--- src/rtl/conv_pkg.sv ---
// Shared types and defaults for the circular-convolution datapath (loader and core).
package conv_pkg;

  localparam int unsigned CONV_SIZE_N      = 4;
  localparam int unsigned CONV_SIZE_M      = 4;
  localparam int unsigned CONV_WIDTH       = 8;
  localparam int unsigned CONV_HOLD_CYCLES = 10;

  localparam int unsigned CONV_IDX_MAX = (CONV_SIZE_N > CONV_SIZE_M) ? CONV_SIZE_N : CONV_SIZE_M;
  localparam int unsigned IDX_W        = (CONV_IDX_MAX > 1) ? $clog2(CONV_IDX_MAX) : 1;

  typedef logic signed [CONV_WIDTH-1:0] sample_t;

  typedef enum logic [1:0] {
    LOAD_A = 2'd0,
    LOAD_B = 2'd1,
    RUN    = 2'd2,
    DRAIN  = 2'd3
  } loader_state_e;

endpackage

--- src/rtl/conv_hold_timer.sv ---
// Loadable down-counter that times the start window; done pulses on the last counted cycle.
module conv_hold_timer
  import conv_pkg::*;
#(
  parameter int unsigned HOLD_CYCLES = CONV_HOLD_CYCLES
) (
  input  logic clk,
  input  logic reset,
  input  logic load,
  input  logic count,
  output logic done
);

  localparam int unsigned HW = $clog2(HOLD_CYCLES + 1);

  logic [HW-1:0] cnt;

  // Load the window length, then count down once per enabled cycle.
  always_ff @(posedge clk) begin
    if (!reset) begin
      cnt <= '0;
    end else if (load) begin
      cnt <= HW'(HOLD_CYCLES);
    end else if (count && (cnt != '0)) begin
      cnt <= cnt - HW'(1);
    end
  end

  assign done = count && (cnt == HW'(1));

endmodule

--- src/rtl/conv_operand_loader.sv ---
// Serial-to-array operand loader for circular_convolution: fills A then B from a
// valid/ready stream, holds start for a fixed window, and checks framing via s_last.
// Build option: define ZERO_PAD_EN to treat an early s_last as a short frame that
// is zero-padded and run, instead of a framing error.
module conv_operand_loader
  import conv_pkg::*;
#(
  parameter int unsigned SIZE_N      = CONV_SIZE_N,
  parameter int unsigned SIZE_M      = CONV_SIZE_M,
  parameter int unsigned WIDTH       = CONV_WIDTH,
  parameter int unsigned HOLD_CYCLES = CONV_HOLD_CYCLES
) (
  input  logic                         clk,
  input  logic                         reset,
  input  logic                         s_valid,
  output logic                         s_ready,
  input  logic [WIDTH-1:0]             s_data,
  input  logic                         s_last,
  output logic [SIZE_N-1:0][WIDTH-1:0] A,
  output logic [SIZE_M-1:0][WIDTH-1:0] B,
  output logic                         start,
  output logic                         busy,
  output logic                         frame_err
);

  localparam int unsigned IDX_MAX = (SIZE_N > SIZE_M) ? SIZE_N : SIZE_M;
  localparam int unsigned IW      = (IDX_MAX > 1) ? $clog2(IDX_MAX) : 1;
  localparam logic [IW-1:0] LAST_A = IW'(SIZE_N - 1);
  localparam logic [IW-1:0] LAST_B = IW'(SIZE_M - 1);

  loader_state_e                state_q, state_d;
  logic [IW-1:0]                idx_q, idx_d;
  logic [SIZE_N-1:0][WIDTH-1:0] a_d;
  logic [SIZE_M-1:0][WIDTH-1:0] b_d;
  logic                         err_d;
  logic                         beat;
  logic                         tmr_load;
  logic                         tmr_count;
  logic                         tmr_done;

  assign s_ready = reset && (state_q != RUN);
  assign beat    = s_valid && s_ready;

  conv_hold_timer #(
    .HOLD_CYCLES(HOLD_CYCLES)
  ) u_hold_timer (
    .clk  (clk),
    .reset(reset),
    .load (tmr_load),
    .count(tmr_count),
    .done (tmr_done)
  );

  // Next-state, array write and framing decisions.
  always_comb begin
    state_d   = state_q;
    idx_d     = idx_q;
    a_d       = A;
    b_d       = B;
    err_d     = 1'b0;
    tmr_load  = 1'b0;
    tmr_count = 1'b0;
    case (state_q)
      LOAD_A: begin
        if (beat) begin
          a_d[idx_q] = s_data;
          if (s_last) begin
            idx_d = '0;
`ifdef ZERO_PAD_EN
            for (int i = 0; i < int'(SIZE_N); i++) begin
              if (i > int'(idx_q)) a_d[i] = '0;
            end
            b_d      = '0;
            state_d  = RUN;
            tmr_load = 1'b1;
`else
            err_d   = 1'b1;
            state_d = LOAD_A;
`endif
          end else if (idx_q == LAST_A) begin
            state_d = LOAD_B;
            idx_d   = '0;
          end else begin
            idx_d = idx_q + IW'(1);
          end
        end
      end
      LOAD_B: begin
        if (beat) begin
          b_d[idx_q] = s_data;
          if (idx_q == LAST_B) begin
            idx_d = '0;
            if (s_last) begin
              state_d  = RUN;
              tmr_load = 1'b1;
            end else begin
              err_d   = 1'b1;
              state_d = DRAIN;
            end
          end else if (s_last) begin
            idx_d = '0;
`ifdef ZERO_PAD_EN
            for (int i = 0; i < int'(SIZE_M); i++) begin
              if (i > int'(idx_q)) b_d[i] = '0;
            end
            state_d  = RUN;
            tmr_load = 1'b1;
`else
            err_d   = 1'b1;
            state_d = LOAD_A;
`endif
          end else begin
            idx_d = idx_q + IW'(1);
          end
        end
      end
      RUN: begin
        tmr_count = 1'b1;
        if (tmr_done) begin
          state_d = LOAD_A;
          idx_d   = '0;
        end
      end
      DRAIN: begin
        if (beat && s_last) begin
          state_d = LOAD_A;
          idx_d   = '0;
        end
      end
      default: begin
        state_d = LOAD_A;
        idx_d   = '0;
      end
    endcase
  end

  // State, operand arrays and registered status outputs.
  always_ff @(posedge clk) begin
    if (!reset) begin
      state_q   <= LOAD_A;
      idx_q     <= '0;
      A         <= '0;
      B         <= '0;
      start     <= 1'b0;
      busy      <= 1'b0;
      frame_err <= 1'b0;
    end else begin
      state_q   <= state_d;
      idx_q     <= idx_d;
      A         <= a_d;
      B         <= b_d;
      start     <= (state_d == RUN);
      busy      <= !((state_d == LOAD_A) && (idx_d == '0));
      frame_err <= err_d;
    end
  end

endmodule

--- config.mk ---
export PLATFORM = sky130hd
export DESIGN_NAME = conv_operand_loader
export DESIGN_NICKNAME = d
export VERILOG_FILES = /design/src/rtl/conv_pkg.sv /design/src/rtl/conv_hold_timer.sv /design/src/rtl/conv_operand_loader.sv
export SDC_FILE = /design/constraint.sdc
export NUM_CORES = 1
export LEC_CHECK = 0
export BUFFER_PORTS_ARGS = -buffer_cell sky130_fd_sc_hd__buf_2
export CORE_MARGIN = 2
export CORE_UTILIZATION = 45
export DETAILED_ROUTE_END_ITERATION = 16
export PLACE_DENSITY = 0.72
export RECOVER_POWER = 25
export SETUP_SLACK_MARGIN = 0.3
export SLEW_MARGIN = 0
export SYNTH_ARGS = -nofsm -noshare
export SYNTH_HDL_FRONTEND = slang
export SYNTH_SLANG_ARGS = --single-unit
--- constraint.sdc ---
create_clock -name clk -period 1.5 [get_ports clk]
set_input_delay 0.3 -clock clk [delete_from_list [all_inputs] [get_ports clk]]
set_output_delay 0.3 -clock clk [all_outputs]
set_load 0.1 [all_outputs]
==> qor.yml <==
timing:
  fin_setup_tns_ns: -0.03974
  slew_headroom: 0.6800
  grt_setup_unrepaired: "true"
  skew_ns: 0.02279
  min_period_over_period: 1.026
  setup_viol: 1
  final.min_clock_period_ns: 1.540
  fmax_mhz: 649.5
  finalWorstSetupSlack_ns: -0.03974
  timing.final.hold_violations: 0
  slew_violations: 0
  tightestPinTransition_ns: 0.4833
synth:
  ys_seq_area_frac: 0.4728
  synth_area_per_cell_sq_um: 8.920
  synth-main-ff-cell: "dfxtp_1"
  synth_edf_count: 0
  syn_area_sq_um: 3176
  syn_inst: 356
  synth_warnings: 0
  synth_nets: 375
  synthArstFlopShare: 0
  ys_seq_elements: 75
  ys_types: 38
clock_tree:
  cts.clk_slew.worst_paths_ns: 0.09
  worstSkewPairLatency_ns: 0.37
  numCtsBuffers: 9
  cts-root-buf: "clkbuf_8"
  clockBufferDepth: 2
  cts_tree: "done"
  cts.sinks: 75
  htree_levels: 3
critical_path:
  reg2reg_setup_slack_ns: 0.02
  critPathCaptureType: "output pin"
  cp.required_ns: 1.20
  cp_max_fo: 2
  start_kind: "flip-flop"
  crit_type: "flip-flop to output pin"
  arrival_ns: 1.24
grt:
  grt_pass1_wl_um: 16000
  antenna_found_initial: 0
  grt_usage: 0.2750
  grt-ovfl-total: 0
  grt_pass1_vias: 3065
  grt_start_max_net_pins: 44
power_and_ir_drop:
  powerDensity_nw_per_um2: 779.9
  p_leak_nw: 2.034
  vdd_drop_max_v: 0.0005053
place:
  hpwl_um: 5412
  gp_congestion: 0.8709
  dp.cells: 515
  placed_area_sq_um: 3896
  io_buffers: 79
floorplanning:
  fp.dieW_um: 88.01
  core_area_sq_um: 6794
  die_h_um: 88.01
  initial_core_util: 0.4674
  dieArea_sq_um: 7745
  boundaryPins: 80
  row_count: 30
run_status:
  violations: "negative setup slack"
  outcome: "finished, violations left"
finish:
  antenna_cells: 0
  nNetsFinal: 491
  area_delta_synth_final_pct: 69.19
  layout-drive-gt1-share: 0.5891
  stdcell_count: 573
  final_area_sq_um: 5373
routing:
  vias_per_cell: 5.703
  routed-via-count: 3268
  drc_errors: 0
  routed_wirelength_um: 11980
  wl_per_cell_um: 20.91
  drtPass1Iterations: 5
  drt_first_iter_violations: 261
  drt.antenna.violating_nets: 0
flow_run:
  drv_cap: 0
hold_path:
  hold_path.class: "input port to flip-flop"
## cells in the mapped netlist, types with 2 or more instances
cell | instances | area [sq um]
dfxtp_1 | 75 | 1501
nand2_1 | 65 | 244.0
nand3_1 | 56 | 280.3
a21boi_1 | 42 | 315.3
clkbuf_1 | 19 | 71.32
a21boi_0 | 17 | 127.6
mux2i_1 | 10 | 100.1
buf_4 | 8 | 60.06
nor2b_1 | 8 | 50.05
ha_1 | 7 | 87.58
inv_1 | 6 | 22.52
nor2_1 | 5 | 18.77
and2_1 | 4 | 25.02
nand2_2 | 4 | 25.02
buf_1 | 3 | 11.26
xnor2_1 | 3 | 26.28
a21oi_1 | 2 | 10.01
a311oi_1 | 2 | 17.52
## power breakdown
part           internal (mW)  leakage [nW]  switching, mW  total (mW)
clock network          0.876         0.105          0.836        1.71
logic                  0.172          1.28          0.321       0.493
registers               1.96         0.651         0.0206        1.99
## cells in the final DEF (no fill, tap or decap), types with 9 or more instances in the layout
| cell type | count |
|---|---|
| a21boi_1 | 51 |
| buf_12 | 37 |
| buf_2 | 12 |
| buf_4 | 43 |
| buf_6 | 9 |
| clkbuf_4 | 32 |
| clkbuf_8 | 9 |
| dfxtp_2 | 44 |
| dfxtp_4 | 29 |
| nand2_1 | 44 |
| nand2_2 | 16 |
| nand3_1 | 54 |
## path summary, 6_finish.rpt
path | from | to | cells past startpoint
worst max-delay path | state_q[0] | s_ready | 4
worst min-delay path | s_data[0] | A[0] | 3
worst max register to register | state_q[0] | busy | 5
worst min register to register | A[27] | A[27] | 2
## worst max-delay path, cell delays in order (launching register included)
cell,delay (ns)
dfxtp_4,0.35
buf_6,0.11
nand2b_4,0.13
and2_4,0.14
buf_12,0.16
## through the flow
step | hold slack, ns | total power [mW] | setup WS [ns] | util
4_1_cts | 0.2800 | 4.137 | -0.03424 | 0.7923
3_3_place_gp | 0.4369 | 2.428 | 0.06035 | 0.5735
6_report | 0.2993 | 4.190 | -0.03974 | 0.7908
2_1_floorplan | 0.4438 | 2.350 | 0.1527 | -
3_5_place_dp | 0.4413 | 2.429 | 0.01555 | 0.5735
5_1_grt | 0.2889 | 4.326 | -0.06466 | 0.7908
## sequential cells by signal (all words and copies together), names as in the netlist
name	count
B	32
start	1
A	32
busy	1
u_hold_timer.cnt	4
idx_q	2
frame_err	1
state_q	2
## final cells by class
type	instances	area, sq um
multi-input combinational	244	1817
sequential	75	1665
timing repair buffer	136	1535
fill	395	1421
clock buffer	11	152.6
tap	96	120.1
clock inverter	5	57.56
inverter	6	25.02
## layer usage
metal	share of wire	GRT usage
met1	0.35	0.3153
met3	0.069	0.06315
met4	0.035	0.1399
met5	0	0
met2	0.55	0.4780
## cells by family after synthesis
kind of cell | Yosys count | synth area share
simple gates | 152 | 0.2289
flops | 75 | 0.4728
compound gates | 70 | 0.1702
buf+inv | 38 | 0.05713
mux | 11 | 0.03507
fa+ha+maj | 7 | 0.02758
xor+xnor | 3 | 0.008276
## timing repair
action,in CTS,in global routing
cloned,3,1
resized for setup,305,64
hold buffers,0,0
setup endpoints to repair,142,140
setup buffers,14,24
pin swaps,17,7
No activity file was read; power rests on OpenSTA's default activity.
